<file path="config.mk">
export PLATFORM = sky130hd
export DESIGN_NAME = dreimann_turn_fsm_flat
export DESIGN_NICKNAME = d
export VERILOG_FILES = /design/src/rtl/dreimann_turn_fsm_if.sv /design/src/rtl/dreimann_turn_fsm.sv /design/src/flat_wrapper.sv
export SDC_FILE = /design/constraint.sdc
export NUM_CORES = 1
export LEC_CHECK = 0
export ABC_CLOCK_PERIOD_IN_PS = 1850
export CORE_AREA = 2 2 72 92
export DETAILED_ROUTE_END_ITERATION = 12
export DIE_AREA = 0 0 74 94
export DONT_BUFFER_PORTS = 1
export GPL_ROUTABILITY_DRIVEN = 0
export GPL_TIMING_DRIVEN = 0
export PLACE_DENSITY = 0.46
export SLEW_MARGIN = 20
export SYNTH_ARGS = -nofsm -noshare
export SYNTH_HDL_FRONTEND = slang
export SYNTH_SLANG_ARGS = --single-unit
</file>
<file path="constraint.sdc">
create_clock -name clk -period 1.85 [get_ports clk]
set_clock_uncertainty 0.1 [all_clocks]
set_input_delay 0.37 -clock clk [delete_from_list [all_inputs] [get_ports clk]]
set_output_delay 0.37 -clock clk [all_outputs]
set_load 0.01 [all_outputs]
</file>
<file path="src/rtl/dreimann_turn_fsm_if.sv">
// Signal bundle between dice_controller (master side) and the Drei-Mann turn
// FSM (slave side). NUM_PLAYERS sets the player-index width the same way the
// FSM derives it.
//
// Handshake: 'rolled' is a one-cycle valid strobe qualifying stored_value.
// There is no ready wire. 'busy' is the inverse of ready. A strobe that
// arrives while busy is dropped and flagged on 'error'.
//
// Optional feature macro: DREIMANN_SCORE_EN adds score_sel / score_out.
interface dreimann_turn_fsm_if #(
  parameter int NUM_PLAYERS = 3
);
  localparam int PW = (NUM_PLAYERS > 1) ? $clog2(NUM_PLAYERS) : 1;

  logic          rolled;
  logic [2:0]    stored_value;
  logic          new_game;
  logic [PW-1:0] current_player;
  logic [PW-1:0] dreimann_id;
  logic          dreimann_valid;
  logic [1:0]    event_code;
  logic          event_valid;
  logic [3:0]    roll_count;
  logic          busy;
  logic          error;
`ifdef DREIMANN_SCORE_EN
  logic [PW-1:0] score_sel;
  logic [3:0]    score_out;

  modport master (
    output rolled, stored_value, new_game, score_sel,
    input  current_player, dreimann_id, dreimann_valid, event_code,
           event_valid, roll_count, busy, error, score_out
  );
  modport slave (
    input  rolled, stored_value, new_game, score_sel,
    output current_player, dreimann_id, dreimann_valid, event_code,
           event_valid, roll_count, busy, error, score_out
  );
`else
  modport master (
    output rolled, stored_value, new_game,
    input  current_player, dreimann_id, dreimann_valid, event_code,
           event_valid, roll_count, busy, error
  );
  modport slave (
    input  rolled, stored_value, new_game,
    output current_player, dreimann_id, dreimann_valid, event_code,
           event_valid, roll_count, busy, error
  );
`endif
endinterface

</file>
<file path="src/rtl/dreimann_turn_fsm.sv">
// Drei-Mann turn logic. It consumes the latched die value from
// dice_controller and tracks the current player, the current Dreimann and the
// rolls taken in this turn. Each accepted roll takes one EVAL cycle and then
// HOLD_CYCLES ANNOUNCE cycles. busy is high for that whole window.
//
// Optional feature macro: DREIMANN_SCORE_EN adds per-player saturating
// Dreimann counters, read through score_sel / score_out.
module dreimann_turn_fsm #(
  parameter int NUM_PLAYERS = 3,
  parameter int MAX_ROLLS   = 3,
  parameter int HOLD_CYCLES = 4
) (
  input  logic               clk,
  input  logic               rst_n,
  dreimann_turn_fsm_if.slave bus,
  output logic [1:0]         fsm_state
);
  localparam int PW = (NUM_PLAYERS > 1) ? $clog2(NUM_PLAYERS) : 1;
  localparam logic [PW-1:0] LAST_P    = PW'(NUM_PLAYERS - 1);
  localparam logic [4:0]    MAX_R     = 5'(MAX_ROLLS);
  localparam logic [7:0]    HOLD_LAST = 8'(HOLD_CYCLES - 1);

  localparam logic [1:0] EV_NONE  = 2'b00;
  localparam logic [1:0] EV_PASS  = 2'b01;
  localparam logic [1:0] EV_AGAIN = 2'b10;
  localparam logic [1:0] EV_DREI  = 2'b11;

  typedef enum logic [1:0] {
    S_WAIT     = 2'd0,
    S_EVAL     = 2'd1,
    S_ANNOUNCE = 2'd2
  } state_t;

  state_t        state_q, state_d;
  logic [7:0]    hold_q, hold_d;
  logic [2:0]    value_q, value_d;
  logic [PW-1:0] player_q, player_d;
  logic [PW-1:0] dm_id_q, dm_id_d;
  logic          dm_valid_q, dm_valid_d;
  logic [1:0]    code_q, code_d;
  logic          ev_valid_q, ev_valid_d;
  logic [3:0]    rc_q, rc_d;
  logic          error_q, error_d;

  logic [PW-1:0] player_adv;
  logic [4:0]    rc_next;

  assign player_adv = (player_q == LAST_P) ? '0 : player_q + 1'b1;
  assign rc_next    = {1'b0, rc_q} + 5'd1;

`ifdef DREIMANN_SCORE_EN
  logic score_inc;
`endif

  // State and game registers, cleared asynchronously by rst_n.
  always_ff @(posedge clk or negedge rst_n) begin
    if (!rst_n) begin
      state_q    <= S_WAIT;
      hold_q     <= '0;
      value_q    <= '0;
      player_q   <= '0;
      dm_id_q    <= '0;
      dm_valid_q <= 1'b0;
      code_q     <= EV_NONE;
      ev_valid_q <= 1'b0;
      rc_q       <= '0;
      error_q    <= 1'b0;
    end else begin
      state_q    <= state_d;
      hold_q     <= hold_d;
      value_q    <= value_d;
      player_q   <= player_d;
      dm_id_q    <= dm_id_d;
      dm_valid_q <= dm_valid_d;
      code_q     <= code_d;
      ev_valid_q <= ev_valid_d;
      rc_q       <= rc_d;
      error_q    <= error_d;
    end
  end

  // Next state and turn rules. new_game overrides everything, including a coincident roll.
  always_comb begin
    state_d    = state_q;
    hold_d     = hold_q;
    value_d    = value_q;
    player_d   = player_q;
    dm_id_d    = dm_id_q;
    dm_valid_d = dm_valid_q;
    code_d     = code_q;
    ev_valid_d = 1'b0;
    rc_d       = rc_q;
    // A strobe outside WAIT cannot be taken, so it is dropped and remembered.
    error_d    = error_q | (bus.rolled && (state_q != S_WAIT));
`ifdef DREIMANN_SCORE_EN
    score_inc  = 1'b0;
`endif

    case (state_q)
      S_WAIT: begin
        if (bus.rolled) begin
          value_d = bus.stored_value;
          state_d = S_EVAL;
        end
      end
      S_EVAL: begin
        state_d    = S_ANNOUNCE;
        hold_d     = '0;
        ev_valid_d = 1'b1;
        case (value_q)
          3'd3: begin
            dm_id_d    = player_q;
            dm_valid_d = 1'b1;
            code_d     = EV_DREI;
            player_d   = player_adv;
            rc_d       = '0;
`ifdef DREIMANN_SCORE_EN
            score_inc  = 1'b1;
`endif
          end
          3'd6: begin
            if (rc_next < MAX_R) begin
              code_d = EV_AGAIN;
              rc_d   = rc_next[3:0];
            end else begin
              code_d   = EV_PASS;
              player_d = player_adv;
              rc_d     = '0;
            end
          end
          3'd1, 3'd2, 3'd4, 3'd5: begin
            code_d   = EV_PASS;
            player_d = player_adv;
            rc_d     = '0;
          end
          default: begin
            // A die value of 0 or 7 is illegal. Flag it and leave the game state unchanged.
            code_d  = EV_NONE;
            error_d = 1'b1;
          end
        endcase
      end
      S_ANNOUNCE: begin
        if (hold_q == HOLD_LAST) begin
          state_d = S_WAIT;
        end else begin
          hold_d = hold_q + 8'd1;
        end
      end
      default: state_d = S_WAIT;
    endcase

    if (bus.new_game) begin
      state_d    = S_WAIT;
      hold_d     = '0;
      value_d    = '0;
      player_d   = '0;
      dm_id_d    = '0;
      dm_valid_d = 1'b0;
      code_d     = EV_NONE;
      ev_valid_d = 1'b0;
      rc_d       = '0;
      error_d    = 1'b0;
`ifdef DREIMANN_SCORE_EN
      score_inc  = 1'b0;
`endif
    end
  end

  assign bus.current_player = player_q;
  assign bus.dreimann_id    = dm_id_q;
  assign bus.dreimann_valid = dm_valid_q;
  assign bus.event_code     = code_q;
  assign bus.event_valid    = ev_valid_q;
  assign bus.roll_count     = rc_q;
  assign bus.busy           = (state_q != S_WAIT);
  assign bus.error          = error_q;
  assign fsm_state          = state_q;

`ifdef DREIMANN_SCORE_EN
  localparam logic [PW:0] NP_W = (PW+1)'(NUM_PLAYERS);

  logic [3:0] score_q [NUM_PLAYERS];

  // Per-player Dreimann counters. They saturate at 15 and are cleared by new_game.
  always_ff @(posedge clk or negedge rst_n) begin
    if (!rst_n) begin
      for (int i = 0; i < NUM_PLAYERS; i++) score_q[i] <= '0;
    end else if (bus.new_game) begin
      for (int i = 0; i < NUM_PLAYERS; i++) score_q[i] <= '0;
    end else if (score_inc && (score_q[player_q] != 4'hF)) begin
      score_q[player_q] <= score_q[player_q] + 4'd1;
    end
  end

  assign bus.score_out = ({1'b0, bus.score_sel} < NP_W) ? score_q[bus.score_sel] : 4'd0;
`endif

endmodule
</file>
<file path="src/flat_wrapper.sv">
// flat-port wrapper written by rule: the top's interface ports become plain ports
module dreimann_turn_fsm_flat 
#(
  parameter int NUM_PLAYERS = 3,
  parameter int MAX_ROLLS   = 3,
  parameter int HOLD_CYCLES = 4
)
  (clk, rst_n, fsm_state, bus_rolled, bus_stored_value, bus_new_game, bus_current_player, bus_dreimann_id, bus_dreimann_valid, bus_event_code, bus_event_valid, bus_roll_count, bus_busy, bus_error);
  dreimann_turn_fsm_if #(.NUM_PLAYERS(NUM_PLAYERS)) bus_i ();
  input  logic clk;
  input  logic rst_n;
  output logic [1:0] fsm_state;
  input wire logic [$bits(bus_i.rolled)-1:0] bus_rolled;
  input wire logic [$bits(bus_i.stored_value)-1:0] bus_stored_value;
  input wire logic [$bits(bus_i.new_game)-1:0] bus_new_game;
  output wire logic [$bits(bus_i.current_player)-1:0] bus_current_player;
  output wire logic [$bits(bus_i.dreimann_id)-1:0] bus_dreimann_id;
  output wire logic [$bits(bus_i.dreimann_valid)-1:0] bus_dreimann_valid;
  output wire logic [$bits(bus_i.event_code)-1:0] bus_event_code;
  output wire logic [$bits(bus_i.event_valid)-1:0] bus_event_valid;
  output wire logic [$bits(bus_i.roll_count)-1:0] bus_roll_count;
  output wire logic [$bits(bus_i.busy)-1:0] bus_busy;
  output wire logic [$bits(bus_i.error)-1:0] bus_error;
  assign bus_i.rolled = bus_rolled;
  assign bus_i.stored_value = bus_stored_value;
  assign bus_i.new_game = bus_new_game;
  assign bus_current_player = bus_i.current_player;
  assign bus_dreimann_id = bus_i.dreimann_id;
  assign bus_dreimann_valid = bus_i.dreimann_valid;
  assign bus_event_code = bus_i.event_code;
  assign bus_event_valid = bus_i.event_valid;
  assign bus_roll_count = bus_i.roll_count;
  assign bus_busy = bus_i.busy;
  assign bus_error = bus_i.error;
  dreimann_turn_fsm #(.NUM_PLAYERS(NUM_PLAYERS), .MAX_ROLLS(MAX_ROLLS), .HOLD_CYCLES(HOLD_CYCLES)) u_core (.clk(clk), .rst_n(rst_n), .bus(bus_i), .fsm_state(fsm_state));
endmodule
</file>
# --- Word-level counts from Yosys, hierarchy flattened ---
# Index checks and enable logic that the tools add are counted.
totals:
  inputBits: 7
  reg_bits: 26
  out_inout_bits: 16
  wordCells: 81
op_classes:
  n_reduce_logical: 18
  n_mux: 34
  magnitude_cmp: 1
  addsub: 3
  eq_ne: 14
  bitwise_logic: 1
op_table:
  columns: ["cell", "count"]
  rows:
  - ["$mux 2", 13]
  - ["$mux 8", 2]
  - ["$pmux 8 s2", 1]
  - ["$mux 4", 3]
  - ["$pmux 2 s3", 2]
  - ["$reduce_and 2->1", 5]
  - ["$reduce_bool 2->1", 5]
  - ["$eq 3x3->1 const B", 3]
  - ["$mux 3", 3]
  - ["$ne 3x3->1 const B", 3]
  - ["$add 8x1->8 const B", 1]
  - ["$eq 8x2->1 const B", 1]
  - ["$mux 1", 8]
  - ["$pmux 4 s2", 1]
  - ["$eq 3x2->1 const B", 2]
  - ["$reduce_bool 3->1", 2]
  - ["$reduce_or 6->1", 1]
  - ["$add 4x1->5 const B", 1]
  - ["$lt 5x2->1 const B", 1]
  - ["$reduce_or 5->1", 1]
  - ["$eq 2x2->1 const B", 2]
  - ["$pmux 2 s2", 1]
  - ["$reduce_or 4->1", 1]
  - ["$eq 3x1->1 const B", 1]
  - ["other kinds (7)", 7]

# --- Depth between registers and ports, before layout ---
# Gate-level depths: netlist of run 1.
depth:
  depth_word: 6
  mapped_depth: 6
  mapped_depth_nobuf: 5

# --- Least setup slack after synthesis of run 1 ---
# Ideal clock, no wire load.
synth_timing:
  kind: "register to register"
  start: "reg u_core.rc_q[0], in the netlist u_core.bus.roll_count[0]"
  end: "reg u_core.player_q[0], in the netlist u_core.bus.current_player[0]"
  synth_period_minus_slack_ns: 2.006
  path_stages_with_launch: 6
  t_required_ns: 1.623
  arrival_time_ns: 1.779
  n_path_buf: 0
  setup_slack_ns: -0.156
  setup_time_ns: 0.127
  path_cell_list: "dfrtp_1 ha_1 a21bo_1 a2111oi_4 a31o_2 mux2_1"
synth_between:
  elab_chain_len: 4
synth_rtl:
  columns: ["element", "line_no", "source"]
  rows:
  - ["from (decl)", "dreimann_turn_fsm.sv:42", "logic [3:0] rc_q, rc_d;"]
  - ["from (signal assigned)", "dreimann_turn_fsm.sv:77", "rc_q <= rc_d;"]
  - ["$add 4x1->5", "dreimann_turn_fsm.sv:49", "assign rc_next = {1'b0, rc_q} + 5'd1;"]
  - ["$lt 5x2->1", "dreimann_turn_fsm.sv:122", "if (rc_next < MAX_R) begin"]
  - ["$ne 3x3->1 (no line)", null, null]
  - ["$reduce_and 3->1 (no line)", null, null]
  - ["to (signal assigned)", "dreimann_turn_fsm.sv:72", "player_q <= player_d;"]
  - ["to (decl)", "dreimann_turn_fsm.sv:37", "logic [PW-1:0] player_q, player_d;"]
# No other way between the ends.
# A chain may end at the register's enable or synchronous reset.

# --- Final worst setup path of run 1 ---
layout_timing:
  start: "reg u_core.rc_q[0], in the netlist u_core.bus.roll_count[0]"
  end: "reg u_core.player_q[1], in the netlist u_core.bus.current_player[1]"
# The elaborated chain is that of the path after synthesis.

==> impl_metrics.json, run 1 <==
{
  "area_growth_pct": 17.46,
  "antenna_found_initial": 0,
  "holdPathStages": 2,
  "core_area_mm2": 0.006046,
  "worst_ep_arrival_time_ps": 1940,
  "cts_buffers": 3,
  "pre_cts_ws_ps": -284.9,
  "path_cells": "ha_4 > nor2b_1 > a2111oi_4 > buf_4 > mux2i_1 > a41oi_1",
  "drt_pass1_iterations": 4,
  "timing.max_cap.violations": 0,
  "drc": 0,
  "wl_per_cell_um": 13.80,
  "dpl.hpwl_um": 2279,
  "hp-class": "primary input to flop",
  "hold_viol": 0,
  "root_buffer": "clkbuf_8",
  "viasPerCell": 4.534,
  "critPathRequiredTime_ps": 1880,
  "clk_pin_slew_ps": 90,
  "clock_latency_ps": 270,
  "end_kind": "flop",
  "tns_ps": -125.2,
  "final_util_pct": 26.45,
  "p_total_mw": 1.046,
  "grt_pass1_wl_um": 5492,
  "antenna_cells": 0,
  "clock_sinks": 26,
  "fin_crit_ps": 1914,
  "num_vias": 1070,
  "syn_inst": 143,
  "synth_area_mm2": 0.001361,
  "detail-route-antenna-nets": 0,
  "r2r_cells": 6,
  "path_class": "flop to flop",
  "powerDensity_mw_per_mm2": 654.4,
  "totalWireLength_um": 3256,
  "syn_area_per_cell_um2": 9.520,
  "ys_seq_elements": 26,
  "violations": "setup timing",
  "slew_headroom_pct": 67.03,
  "finalWorstSetupSlack_ps": -64.05,
  "worst-slew-pin-transition_ps": 494.6,
  "finalMaxSlewViolations": 0,
  "fin_nets": 162,
  "critPathMaxStageDelay_ps": 480,
  "fillers": 653,
  "yosysWarnings": 0,
  "p_leak_nw": 0.6528,
  "setup_viol": 2,
  "peakVddDrop_uv": 246.0,
  "dpl_cell_area_mm2": 0.001471,
  "io_buffer_count": 0,
  "status": "finished with violations",
  "synthesis.nets": 152,
  "row_count": 32,
  "r2r_start": "u_core.bus.roll_count[0]$_DFFE_PN0P_",
  "critPathBufInv": 1,
  "drt_iter0_drc": 69,
  "synth_cell_types": 39,
  "htree_num_levels": 1,
  "cts_tree": "done",
  "die_area_mm2": 0.006956,
  "post-route-period-util_pct": 103.5,
  "worstReg2RegEnd": "u_core.bus.current_player[1]$_DFFE_PN0P_",
  "grt_usage_pct": 10.23,
  "cts.path.max_buffers": 2,
  "fp.dieW_um": 74,
  "start_util_pct": 22.52,
  "slowest_stage": "dfrtp_2",
  "rsz0062_at_grt": "yes",
  "startpoint_type": "flop",
  "holdCritStartpoint": "bus_stored_value[1]",
  "worst-path-max-fanout": 6,
  "die_h_um": 94,
  "ff2ff_setup_slack_ps": -60,
  "crit_family": "compound AO/OA/AOI/OAI gates",
  "grt_overflow": 0,
  "max_freq_mhz": 522.5,
  "io_pins": 23,
  "drive_gt1_share_pct": 13.91,
  "final_cell_area_mm2": 0.001599,
  "hold_end": "u_core.value_q[1]$_DFFE_PN0P_",
  "grt_max_degree": 27,
  "grt_pass1_vias": 1129,
  "ys_seq_area_share_pct": 47.79
}
==> cell families (layout without fill, tap and decap cells) <==
group	Yosys count	after routing	share of synthesized area (%)
xor+xnor	4	4	2.574
buf+inv	16	24	5.055
flops	26	26	47.79
mux	6	6	4.596
compound gates	26	26	13.51
fa+ha+maj	2	2	1.838
simple gates	63	63	24.63
==> Yosys cell counts (all sizes together) <==
cell type	instances	share of area (%)
a21bo	1	0.74
nand3	8	2.9
a31o	1	0.64
and4b	1	0.74
or4bb	1	0.83
a211oi	1	0.55
a2111oi	1	2.0
a41oi	1	0.64
ha	2	1.8
mux2	2	1.7
a32oi	1	0.64
clkbuf	7	1.9
dfrtp	26	48
nor2b	4	1.8
nand2b	2	0.92
nor4b	1	0.64
xnor2	1	0.64
nor4	1	0.46
nor2	11	3.0
mux2i	4	2.9
inv	7	1.9
a32o	1	0.74
a31oi	1	0.46
nor3	8	2.9
o21ai	4	1.5
a21oi	12	4.4
nand3b	2	1.1
o41ai	1	0.64
nand2	12	3.3
nor3b	2	1.1
and2	2	0.92
o211ai	1	0.55
nand4	5	2.3
and2b	1	0.64
or3	2	0.92
xor2	3	1.9
buf	2	1.2
==> registers in the layout, indices dropped and copies added, names as in the netlist <==
register / cells
u_core.bus.current_player: 2
u_core.bus.dreimann_id: 2
u_core.bus.dreimann_valid: 1
u_core.bus.error: 1
u_core.bus.event_code: 2
u_core.bus.event_valid: 1
u_core.bus.roll_count: 4
u_core.fsm_state: 2
u_core.hold_q: 8
u_core.value_q: 3
==> metal layers <==
layer	global-route usage, %	part of all wire [%]	up-vias
met5	0	0	-
met4	2.727	1.1	0
met3	2.361	3.3	5
met2	18.68	54	17
met1	11.64	42	522
li1	-	-	526
==> placed cells by master, fill, tap and decap left out, types with 2 or more instances in the layout <==
master,n
a21oi_1,11
and2_1,2
buf_4,3
clkbuf_1,7
clkbuf_8,3
dfrtp_1,23
dfrtp_2,3
inv_1,7
mux2i_1,4
nand2_1,12
nand2b_1,2
nand3_1,8
nand3b_1,2
nand4_1,5
nor2_1,11
nor2b_1,4
nor3_1,8
nor3b_1,2
o21ai_0,3
or3_1,2
xor2_1,3
==> worst max path at each step <==
stage / start / end / cells after the start
detailed placement: u_core.bus.roll_count[0]$_DFFE_PN0P_ / u_core.bus.current_player[0]$_DFFE_PN0P_ / 5
global placement: u_core.bus.roll_count[0]$_DFFE_PN0P_ / u_core.bus.current_player[0]$_DFFE_PN0P_ / 5
finish: u_core.bus.roll_count[0]$_DFFE_PN0P_ / u_core.bus.current_player[1]$_DFFE_PN0P_ / 6
CTS: u_core.bus.roll_count[0]$_DFFE_PN0P_ / u_core.bus.current_player[1]$_DFFE_PN0P_ / 6
global route: u_core.bus.roll_count[0]$_DFFE_PN0P_ / u_core.bus.current_player[1]$_DFFE_PN0P_ / 6
floorplan: u_core.bus.roll_count[1]$_DFFE_PN0P_ / u_core.bus.current_player[0]$_DFFE_PN0P_ / 5
==> worst reg2reg max path, stage by stage (launching register included) <==
cell and delay (ps):
dfrtp_2 480, ha_4 180, nor2b_1 140, a2111oi_4 360, buf_4 190, mux2i_1 190, a41oi_1 130
==> cell type report <==
cell class	count	area (um2)	area share [%]
tap	85	106.4	6.651
clock buffer	3	41.29	2.582
sequential	26	654.4	40.92
buffer	9	42.54	2.660
inverter	7	26.28	1.643
multi-input combinational	101	675.6	42.25
timing repair buffer	5	52.55	3.286
==> per-stage QoR <==
stage / hold WS [ps] / std cells
floorplan: -25.59 / 143
global placement: -24.55 / 228
detailed placement: -24.44 / 228
CTS: 140.8 / 236
global route: 133.2 / 236
finish: 139.9 / 236
==> report_power, final <==
part	internal (mW)	total, mW	switching [mW]
Combinational	0.0424	0.124	0.0815
Sequential	0.583	0.603	0.0199
Clock	0.146	0.320	0.174
==> timing repair <==
item,CTS,global route
setup endpoints to repair,4,11
buffers inserted,3,0
pin swaps,1,3
endpoints found under the hold margin,26,0
gates resized for setup,4,5
hold buffers,2,0
(Power assumes the default switching activity.)
==> run 2, diff against run 1 <==
--- a/config.mk
+++ b/config.mk
@@ -5,7 +5,7 @@
 export SDC_FILE = /design/constraint.sdc
 export NUM_CORES = 1
 export LEC_CHECK = 0
-export ABC_CLOCK_PERIOD_IN_PS = 1850
+export ABC_CLOCK_PERIOD_IN_PS = 1700
 export CORE_AREA = 2 2 72 92
 export DETAILED_ROUTE_END_ITERATION = 12
 export DIE_AREA = 0 0 74 94
==> constraint.sdc (replaced) <==
create_clock -name clk -period 1.7 [get_ports clk]
set_clock_uncertainty 0.1 [all_clocks]
set_input_delay 0.34 -clock clk [delete_from_list [all_inputs] [get_ports clk]]
set_output_delay 0.34 -clock clk [all_outputs]
set_load 0.01 [all_outputs]
==> run 2 against run 1 <==
Against the previous run:
- the run still ends with setup timing left
- sequential power is 10% higher
- clock power up 64%
- via count decreased by 0.19%
- die area unchanged
- first-iteration DRC count down 51%
- final area is 4.5% higher
- non-clock buffer count did not move
- combinational power rose by 9%
- largest power group unchanged
==> impl_metrics.json, run 2 (synthesis gave the netlist of run 1 again) <==
{
  "worst_ep_arrival_time_ps": 1990,
  "post-route-period-util_pct": 115.2,
  "clk_pin_slew_ps": 100,
  "clock_sinks": 26,
  "finalMaxSlewViolations": 0,
  "critPathBufInv": 1,
  "drt_iter0_drc": 34,
  "fillers": 641,
  "drt_pass1_iterations": 4,
  "grt_max_degree": 27,
  "final-seq-area_um2": 656.9,
  "timing.max_cap.violations": 0,
  "drc": 0,
  "setup_viol": 6,
  "cts_buffers": 3,
  "path_cells": "ha_4 > nor2b_1 > a2111oi_4 > buf_4 > mux2i_1 > a41oi_1",
  "dpl.hpwl_um": 2287,
  "io_buffer_count": 0,
  "grt_pass1_vias": 1114,
  "pre_cts_ws_ps": -419.9,
  "peakVddDrop_uv": 271.9,
  "cts.path.max_buffers": 2,
  "clock_latency_ps": 280,
  "violations": "setup timing",
  "critPathMaxStageDelay_ps": 490,
  "top_register": "u_core.hold_q",
  "die_area_mm2": 0.006956,
  "startpoint_type": "flop",
  "powerDensity_mw_per_mm2": 792.2,
  "area_growth_pct": 22.79,
  "p_total_mw": 1.324,
  "antenna_cells": 0,
  "p_leak_nw": 0.6759,
  "row_count": 32,
  "final_cell_mix": "21 x dfrtp_1, 12 x nand2_1, 11 x a21oi_1",
  "slowest_stage": "dfrtp_2",
  "tns_ps": -1040,
  "antenna_found_initial": 0,
  "status": "finished with violations",
  "layout_commonest_cell": "dfrtp_1",
  "crit_family": "compound AO/OA/AOI/OAI gates",
  "die_h_um": 94,
  "finalWorstSetupSlack_ps": -258.0,
  "fp.dieW_um": 74,
  "fin_nets": 162,
  "detail-route-antenna-nets": 0,
  "multiInputGateArea_um2": 694.4,
  "slew_headroom_pct": 66.82,
  "fin_crit_ps": 1958,
  "wl_per_cell_um": 13.74,
  "worst-slew-pin-transition_ps": 497.7,
  "grt_usage_pct": 10.04,
  "core_area_mm2": 0.006046,
  "viasPerCell": 4.506,
  "max_freq_mhz": 510.7,
  "htree_num_levels": 1,
  "worst-path-max-fanout": 6,
  "grt_overflow": 0,
  "num_vias": 1068,
  "hp-class": "primary input to flop",
  "drive_gt1_share_pct": 21.05,
  "largest_register_ffs": 8,
  "hold_viol": 0,
  "critPathRequiredTime_ps": 1730,
  "totalWireLength_um": 3257,
  "start_util_pct": 22.52,
  "cts_tree": "done",
  "path_class": "flop to flop",
  "io_pins": 23,
  "end_kind": "flop",
  "root_buffer": "clkbuf_8",
  "grt_pass1_wl_um": 5457,
  "rsz0062_at_grt": "yes"
}
==> run 2: final cells by class <==
cell class / count / share of cell area (%)
Buffer: 6 / 2.021
Clock buffer: 3 / 2.470
Clock inverter: 1 / 1.796
Inverter: 7 / 1.572
Multi-Input combinational cell: 101 / 41.54
Sequential cell: 26 / 39.30
Tap cell: 85 / 6.362
Timing Repair Buffer: 8 / 4.940
==> run 2: timing repair <==
action | in CTS | in global routing
hold buffers | 2 | 0
endpoints found under the hold margin | 26 | 0
buffers inserted | 2 | 4
setup endpoints to repair | 10 | 16
gates resized for setup | 8 | 12
pin swaps | 1 | 6
==> run 2: stage by stage <==
step / instance area, um2 / hold slack [ps] / instances / util [%]
2_1_floorplan: 1365 / -55.59 / 143 / -
3_3_place_gp: 1471 / -54.84 / 228 / 24.34
6_report: 1672 / 87.89 / 237 / 27.65
5_1_grt: 1672 / 77.03 / 237 / 27.65
4_1_cts: 1617 / 81.16 / 236 / 26.74
3_5_place_dp: 1471 / -54.83 / 228 / 24.34
==> run 2: path summary, 6_finish.rpt <==
kind	from	to	slack [ps]	cells after the start
max reg2reg	u_core.bus.roll_count[0]$_DFFE_PN0P_	u_core.bus.current_player[1]$_DFFE_PN0P_	-260	6
max in group asynchronous	rst_n	u_core.hold_q[0]$_DFFE_PN0P_	940	2
min reg2reg	u_core.bus.dreimann_valid$_DFFE_PN0P_	u_core.bus.dreimann_valid$_DFFE_PN0P_	470	2
min in group asynchronous	rst_n	u_core.bus.roll_count[3]$_DFFE_PN0P_	380	2
max	u_core.bus.roll_count[0]$_DFFE_PN0P_	u_core.bus.current_player[1]$_DFFE_PN0P_	-260	6
min	bus_stored_value[1]	u_core.value_q[1]$_DFFE_PN0P_	90	2
==> run 2: routing by layer <==
metal	share of wire (%)	GRT usage (%)	up-vias
met5	0	0	-
met4	0	2.576	0
met3	3.1	2.146	0
met2	56	18.68	15
met1	40	11.27	530
li1	-	-	523
==> run 2: power by group <==
part | switching (mW) | internal (mW) | leakage [nW]
Clock | 0.209 | 0.315 | 0.0357
Combinational | 0.0821 | 0.0532 | 0.289
Sequential | 0.0295 | 0.635 | 0.351
Total | 0.321 | 1.00 | 0.676
==> run 3, diff against run 2 <==
--- a/config.mk
+++ b/config.mk
@@ -5,14 +5,16 @@
 export SDC_FILE = /design/constraint.sdc
 export NUM_CORES = 1
 export LEC_CHECK = 0
-export ABC_CLOCK_PERIOD_IN_PS = 1700
+export ABC_CLOCK_PERIOD_IN_PS = 2300
+export CELL_PAD_IN_SITES_DETAIL_PLACEMENT = 1
+export CELL_PAD_IN_SITES_GLOBAL_PLACEMENT = 1
 export CORE_AREA = 2 2 72 92
 export DETAILED_ROUTE_END_ITERATION = 12
 export DIE_AREA = 0 0 74 94
 export DONT_BUFFER_PORTS = 1
 export GPL_ROUTABILITY_DRIVEN = 0
 export GPL_TIMING_DRIVEN = 0
-export PLACE_DENSITY = 0.46
+export PLACE_DENSITY = 0.52
 export SLEW_MARGIN = 20
 export SYNTH_ARGS = -nofsm -noshare
 export SYNTH_HDL_FRONTEND = slang
==> constraint.sdc (replaced) <==
create_clock -name clk -period 2.3 [get_ports clk]
set_clock_uncertainty 0.1 [all_clocks]
set_input_delay 0.46 -clock clk [delete_from_list [all_inputs] [get_ports clk]]
set_output_delay 0.46 -clock clk [all_outputs]
set_load 0.01 [all_outputs]
==> run 3 against run 2 <==
Against the previous run:
- the run now ends clean
- global-route usage rose by 0.51 points
- critical path depth is 1 lower
- final area down 7.9%
- hold slack better by 150 ps
- core utilization fell by 2.2 points
- via count is 0.75% higher
- clock power down 51%
- first-iteration DRC count grew 76%
- sequential power fell by 27%
- critical endpoint is now u_core.bus.current_player[0]$_DFFE_PN0P_
- largest power group unchanged
==> impl_metrics.json, run 3 (synthesis gave the netlist of run 1 again) <==
{
  "antenna_cells": 0,
  "final_cell_area_mm2": 0.001539,
  "combPwrFrac_pct": 11.5,
  "io_buffer_count": 0,
  "area_growth_pct": 13.05,
  "core_area_mm2": 0.006046,
  "peakVddDrop_uv": 185.7,
  "wl_per_cell_um": 14.44,
  "clock_sinks": 26,
  "top_register": "u_core.hold_q",
  "critPathRequiredTime_ps": 2360,
  "root_buffer": "clkbuf_8",
  "timing.max_cap.violations": 0,
  "fin_crit_ps": 2168,
  "drt_pass1_iterations": 4,
  "worst-slew-pin-transition_ps": 520.4,
  "final_cell_mix": "26 x dfrtp_1, 12 x a21oi_1, 12 x nand2_1",
  "die_h_um": 94,
  "worst_ep_arrival_time_ps": 2220,
  "grt_max_degree": 27,
  "rsz0062_at_grt": "no",
  "end_kind": "flop",
  "sequentialPowerShare_pct": 57.9,
  "grtUsageMet1_pct": 13.08,
  "io_pins": 23,
  "antenna_found_initial": 0,
  "cts.path.max_buffers": 2,
  "drc": 0,
  "grt_overflow": 0,
  "post-route-period-util_pct": 94.25,
  "path_cells": "ha_1 > and2b_2 > a2111oi_4 > a31o_2 > mux2_1",
  "swShare_pct": 26.11,
  "grt_use_met3_pct": 1.824,
  "tns_ps": 0,
  "cts_tree": "done",
  "layout_commonest_cell": "dfrtp_1",
  "dpl_cell_area_mm2": 0.001468,
  "detail-route-antenna-nets": 0,
  "num_vias": 1076,
  "p_leak_nw": 0.6369,
  "critPathMaxStageDelay_ps": 480,
  "status": "completed",
  "cts_setup_buffers": 0,
  "largest_register_ffs": 8,
  "grt.busiest_layer": "met2",
  "totalWireLength_um": 3365,
  "hold_viol": 0,
  "grt_pass1_wl_um": 5754,
  "path_class": "flop to flop",
  "grt_usage_pct": 10.55,
  "p_int_uw": 617.8,
  "drive_gt1_share_pct": 6.757,
  "setup_viol": 0,
  "power.switching_uw": 218.3,
  "ctsResizeCount": 0,
  "finalMaxSlewViolations": 0,
  "max_freq_mhz": 461.3,
  "clock_latency_ps": 270,
  "row_count": 32,
  "slew_headroom_pct": 65.30,
  "p_clk_share_pct": 30.6,
  "fp.dieW_um": 74,
  "fin_nets": 159,
  "drt_iter0_drc": 60,
  "startpoint_type": "flop",
  "slowest_stage": "dfrtp_1",
  "htree_num_levels": 1,
  "met2_usage_pct": 18.75,
  "die_area_mm2": 0.006956,
  "critPathBufInv": 0,
  "viasPerCell": 4.618,
  "hp-class": "primary input to flop",
  "dpl.hpwl_um": 2443,
  "powerDensity_mw_per_mm2": 543.3,
  "crit_family": "compound AO/OA/AOI/OAI gates",
  "start_util_pct": 22.52,
  "p_total_uw": 836.2,
  "cts_buffers": 3,
  "fillers": 718,
  "grt_pass1_vias": 1138,
  "holdWs_ps": 238.7,
  "clk_pin_slew_ps": 90,
  "worst-path-max-fanout": 6
}
==> run 3: metal layers <==
metal,part of all wire (%),vias to the layer above,wire length (um)
met5,0,-,0
met4,0.83,0,28
met3,2.3,4,79
met2,53,12,1767
met1,44,542,1489
li1,-,518,-
==> run 3: per-stage QoR <==
step,util (%),std cells,setup WS (ps)
after global placement,24.28,228,94.33
after CTS,25.46,233,80.32
after floorplan,-,143,293.7
after global routing,25.46,233,9.236
final,25.46,233,132.2
after detailed placement,24.28,228,92.63
==> run 3: worst paths after layout <==
path	startpoint	cells past startpoint	slack [ps]	endpoint
worst min register to register	u_core.bus.dreimann_valid$_DFFE_PN0P_	2	480	u_core.bus.dreimann_valid$_DFFE_PN0P_
worst min-delay path	bus_stored_value[0]	2	240	u_core.value_q[0]$_DFFE_PN0P_
worst max register to register	u_core.bus.roll_count[0]$_DFFE_PN0P_	5	130	u_core.bus.current_player[0]$_DFFE_PN0P_
max in group asynchronous	rst_n	2	1420	u_core.bus.error$_DFF_PN0_
worst max-delay path	u_core.bus.roll_count[0]$_DFFE_PN0P_	5	130	u_core.bus.current_player[0]$_DFFE_PN0P_
min in group asynchronous	rst_n	2	530	u_core.bus.event_code[1]$_DFFE_PN0P_
==> run 3: final cells by class <==
cell class	instances	area [um2]	area share, %
clock buffers	3	41.29	2.683
well taps	85	106.4	6.911
multi-input cells	101	641.9	41.71
inverters	7	26.28	1.707
plain buffers	9	42.54	2.764
flip-flops and latches	26	650.6	42.28
repair buffers	2	30.03	1.951
==> run 3: worst reg2reg max path, cell delays in order, from the launching register on <==
cell and delay [ps]:
dfrtp_1 480, ha_1 350, and2b_2 220, a2111oi_4 350
a31o_2 250, mux2_1 320
==> run 3: timing repair <==
action	CTS	global route
setup endpoints to repair	0	1
hold endpoints to repair	26	0
hold buffers	2	0
==> run 3: power groups by stage <==
stage / clock network (mW) / logic [mW] / registers [mW]
2_1_floorplan: 0 / 0.0630 / 0.490
3_3_place_gp: 0 / 0.0812 / 0.494
3_5_place_dp: 0 / 0.0838 / 0.494
4_1_cts: 0.274 / 0.0996 / 0.485
5_1_grt: 0.289 / 0.112 / 0.486
6_report: 0.256 / 0.0961 / 0.484
